[src/rtl/uart_tx.sv]
// UART transmitter: start bit, 8 data bits LSB first, optional even parity, stop bit.
// Define UART_TX_PARITY_EN to include the parity bit (8E1); default build is 8N1.
module uart_tx #(
    parameter int BAUD_RATE      = 115_200,
    parameter int EXTERNAL_CLOCK = 50_000_000
) (
    input  logic       clk,
    input  logic       sync_reset,
    input  logic [7:0] data_in,
    input  logic       data_valid,
    output logic       ready,
    output logic       tx
);

    localparam int CLKS_PER_BIT = EXTERNAL_CLOCK / BAUD_RATE;
    localparam int CNT_W = (CLKS_PER_BIT > 1) ? $clog2(CLKS_PER_BIT) : 1;
    localparam logic [CNT_W-1:0] CNT_LAST = CNT_W'(CLKS_PER_BIT - 1);
    localparam logic [CNT_W-1:0] CNT_ONE  = CNT_W'(1);

    generate
        if (CLKS_PER_BIT < 2) begin : g_bad_baud
            $error("uart_tx: EXTERNAL_CLOCK / BAUD_RATE must be at least 2");
        end
    endgenerate

    typedef enum logic [2:0] {
        IDLE,
        START,
        DATA,
`ifdef UART_TX_PARITY_EN
        PARITY,
`endif
        STOP
    } state_e;

    state_e           state_q, state_d;
    logic [CNT_W-1:0] cnt_q, cnt_d;
    logic [2:0]       idx_q, idx_d;
    logic [7:0]       shift_q, shift_d;
    logic             tx_q, tx_d;
    logic             ready_q, ready_d;
    logic             bit_done;
`ifdef UART_TX_PARITY_EN
    logic             parity_q, parity_d;
`endif

    always_comb begin
        // NOTE: every signal gets a default here so no path leaves it unassigned (no latches).
        state_d  = state_q;
        cnt_d    = cnt_q;
        idx_d    = idx_q;
        shift_d  = shift_q;
`ifdef UART_TX_PARITY_EN
        parity_d = parity_q;
`endif
        bit_done = (cnt_q == CNT_LAST);

        if (state_q != IDLE) begin
            cnt_d = bit_done ? '0 : cnt_q + CNT_ONE;
        end

        case (state_q)
            IDLE: begin
                if (data_valid && ready_q) begin
                    state_d  = START;
                    cnt_d    = '0;
                    idx_d    = '0;
                    shift_d  = data_in;
`ifdef UART_TX_PARITY_EN
                    parity_d = ^data_in;
`endif
                end
            end
            START: begin
                if (bit_done) state_d = DATA;
            end
            DATA: begin
                if (bit_done) begin
                    shift_d = {1'b0, shift_q[7:1]};
                    idx_d   = idx_q + 3'd1;
                    if (idx_q == 3'd7) begin
`ifdef UART_TX_PARITY_EN
                        state_d = PARITY;
`else
                        state_d = STOP;
`endif
                    end
                end
            end
`ifdef UART_TX_PARITY_EN
            PARITY: begin
                if (bit_done) state_d = STOP;
            end
`endif
            STOP: begin
                if (bit_done) state_d = IDLE;
            end
            default: state_d = IDLE;
        endcase

        // Outputs are decoded from the next state so the pins change on the same edge as the FSM.
        case (state_d)
            START:   tx_d = 1'b0;
            DATA:    tx_d = shift_d[0];
`ifdef UART_TX_PARITY_EN
            PARITY:  tx_d = parity_d;
`endif
            default: tx_d = 1'b1;
        endcase
        ready_d = (state_d == IDLE);
    end

    // NOTE: sequential state uses non-blocking assignments only, so every flop samples pre-edge values.
    always_ff @(posedge clk) begin
        if (sync_reset) begin
            state_q  <= IDLE;
            cnt_q    <= '0;
            idx_q    <= '0;
            shift_q  <= '0;
`ifdef UART_TX_PARITY_EN
            parity_q <= 1'b0;
`endif
            tx_q     <= 1'b1;
            ready_q  <= 1'b1;
        end else begin
            state_q  <= state_d;
            cnt_q    <= cnt_d;
            idx_q    <= idx_d;
            shift_q  <= shift_d;
`ifdef UART_TX_PARITY_EN
            parity_q <= parity_d;
`endif
            tx_q     <= tx_d;
            ready_q  <= ready_d;
        end
    end

    assign tx    = tx_q;
    assign ready = ready_q;

endmodule

[config.mk]
export PLATFORM = sky130hd
export DESIGN_NAME = uart_tx
export DESIGN_NICKNAME = d
export VERILOG_FILES = /design/src/rtl/uart_tx.sv
export SDC_FILE = /design/constraint.sdc
export NUM_CORES = 1
export LEC_CHECK = 0
export CORE_MARGIN = 1
export CORE_UTILIZATION = 40
export DETAILED_ROUTE_END_ITERATION = 12
export PLACE_DENSITY = 0.61
export SLEW_MARGIN = 10
export SYNTH_ARGS = -nofsm -noshare
export SYNTH_HDL_FRONTEND = slang
export SYNTH_SLANG_ARGS = --single-unit
[constraint.sdc]
create_clock -name clk -period 3.2 [get_ports clk]
set_clock_uncertainty 0.1 [all_clocks]
set_input_delay 0.64 -clock clk [delete_from_list [all_inputs] [get_ports clk]]
set_output_delay 0.64 -clock clk [all_outputs]
set_load 0.02 [all_outputs]
==> impl_metrics.json <==
{
  "max-clock-path-buffers": 2,
  "cts_tree": "built",
  "fp.dieW_um": 57.96,
  "firstDrtPassIters": 4,
  "routabilityCongestion": 0.7949,
  "grt_pass1_wl_um": 4167,
  "cp.arrival_ns": 1.29,
  "clock_sinks": 25,
  "holdPathStages": 2,
  "p_sw_uw": 134.6,
  "internal-power_uw": 397.4,
  "synth.largest_area_cell": "dfxtp_1",
  "crit_family": "buffers and inverters",
  "grt_antenna_before_repair": 0,
  "finalCritPeriodShare": 0.6355,
  "die_y_um": 57.96,
  "r2r-start": "cnt_q[0]$_SDFF_PP0_",
  "cts_hold_repair.buffers": 0,
  "synth_edf_count": 0,
  "clkPwrFrac": 0.266,
  "drt_iter0_drc": 38,
  "fin_hold_ws_ns": 0.3661,
  "placedCellCount": 170,
  "setup_tns_ns": 0,
  "maxCapViolCount": 0,
  "post_cts_buffers": 0,
  "final_cells": 174,
  "required_ns": 2.46,
  "syn_area_um2": 1252,
  "worstHoldStart": "shift_q[3]$_SDFFE_PP0P_",
  "status": "completed",
  "wirelength_um": 2305,
  "slew_headroom": 0.5926,
  "dpl_worst_slack_ns": 0.9199,
  "detail_route.wl_per_cell_um": 13.25,
  "avgViaCountPerCell": 5.644,
  "syn-num-nets": 146,
  "max_stage_delay_ns": 0.61,
  "drt.antenna.violating_nets": 0,
  "portBuffers": 12,
  "syn2layout_area_growth_pct": 11.99,
  "io_pins": 13,
  "ys_warn_count": 0,
  "ctsHtreeMaxLevel": 1,
  "powerDensity_nw_per_um2": 379.3,
  "grt_max_degree": 15,
  "drc": 0,
  "root_buffer": "clkbuf_4",
  "clk_pin_slew_ns": 0.14,
  "synth_seq_cells": 25,
  "end_kind": "primary output",
  "vdd_ir_drop_max_mv": 0.1547,
  "ys_async_sr_fraction": 0,
  "ys_seq_area_frac": 0.3996,
  "cts_made_buffers": 3,
  "drive_above_1_share": 0.1259,
  "min_period_ns": 2.034,
  "crit_chain": "clkdlybuf4s50_1",
  "crit_fanout": 3,
  "fmax_mhz": 491.7,
  "yosysTopAreaCellShare": 0.3996,
  "die_area_um2": 3359,
  "grt_pass1_vias": 969,
  "p_total_uw": 532.0,
  "initial_utilization": 0.4390,
  "insertion_delay_ns": 0.31,
  "syn_inst": 131,
  "worstMarginPinSlew_ns": 0.6065,
  "synthTopCellsByCount": "25 x dfxtp_1, 15 x nand2_1, 14 x nor2_1",
  "crit_start": "ready$_SDFF_PP1_",
  "diodes": 0,
  "rr_worst_depth": 6,
  "worstHoldEndpoint": "shift_q[3]$_SDFFE_PP0P_",
  "r2r_slack_ns": 1.22,
  "syn_avg_cell_area_um2": 9.561,
  "pwr-share-comb": 0.112,
  "nets": 159,
  "slew_viol_final": 0,
  "grtUsageTotal": 0.1591,
  "p_seq_frac": 0.622,
  "swShare": 0.2530,
  "path_class": "flip-flop to primary output",
  "cp_slowest_cell": "clkdlybuf4s50_1",
  "hold_viol": 0,
  "ctsResizeCount": 0,
  "yosysMostFrequentCell": "dfxtp_1",
  "vias": 982,
  "ys_types": 42,
  "num_rows": 19,
  "hold_class": "flip-flop to flip-flop",
  "synth_flop_cell": "dfxtp_1",
  "regToRegEndpoint": "idx_q[0]$_SDFFE_PP0P_",
  "leakagePower_uw": 0.0005259,
  "path_buf_inv": 1,
  "synth.area.top_cells": "dfxtp_1 40%, nand2_1 4.5%, a22oi_1 4.2%",
  "setup_viol": 0,
  "dp_hpwl_um": 1709,
  "core_area_um2": 2853,
  "gr-total-overflow": 0,
  "grt_setup_unrepaired": "no",
  "fin_ws_ns": 1.166,
  "start_kind": "flip-flop"
}
state kept, by name, summed over array words and instances (netlist names):
name and cells:
tx 1, state_q 3, cnt_q 9, shift_q 8, idx_q 3, ready 1
cell usage in the layout, fill, tap and decap left out, types with 2 or more instances in the layout:
cell	n
nor2_1	14
ha_1	4
xor2_1	5
nor3b_4	2
inv_1	3
o211ai_1	3
xnor2_1	2
nand3_2	2
a22oi_1	7
clkdlybuf4s50_1	12
buf_4	2
nand2_1	15
a21oi_2	2
clkbuf_4	3
a31oi_1	2
dfxtp_1	25
mux2i_1	2
a211o_1	2
nor3_1	4
a21oi_1	7
o21ai_0	2
nand3_1	3
power by group through the flow:
stage                     Combinational [uW]  Sequential [uW]  Clock, uW
final                                   59.8              331        142
after global routing                    66.9              332        161
after CTS                               60.2              331        149
after detailed placement                59.7              337          0
after global placement                  58.9              337          0
after floorplan                         39.3              335          0
logic make-up after synthesis:
kind of cell | synth area share
flip-flops | 0.3996
XOR/XNOR | 0.04895
AO/OA/AOI/OAI | 0.1798
adder cells (fa/ha/maj) | 0.03996
multiplexers | 0.01598
other | 0.002994
buffers and inverters | 0.04994
AND/OR/NAND/NOR | 0.2627
layout make-up:
class	instances	area [um2]
clock buffer	3	22.52
clock inverter	1	5.005
fill	298	1450
inverter	3	11.26
multi-input combinational	97	689.4
sequential	25	500.5
tap	31	38.79
timing repair buffer	14	135.1
how the worst max path moves through the flow:
stage,end,slack (ns),cells after the start
floorplan,idx_q[1]$_SDFFE_PP0P_,1.49,5
global placement,shift_q[7]$_SDFFE_PP0P_,0.99,7
detailed placement,shift_q[6]$_SDFFE_PP0P_,0.92,7
CTS,ready,1.15,1
global route,shift_q[7]$_SDFFE_PP0P_,1.04,6
finish,ready,1.17,1
stage by stage:
stage	area (um2)	utilization
floorplan	1252	-
global placement	1375	0.4820
detailed placement	1375	0.4820
CTS	1403	0.4917
global route	1403	0.4917
finish	1403	0.4917
layer usage:
metal,vias to the layer above,share of wire,global-route usage
met3,4,0.020,0.02679
met5,-,0,0
met1,469,0.49,0.2008
met4,0,0.015,0.06122
li1,496,-,-
met2,13,0.47,0.2709
No activity file was read; power rests on OpenSTA's default activity.
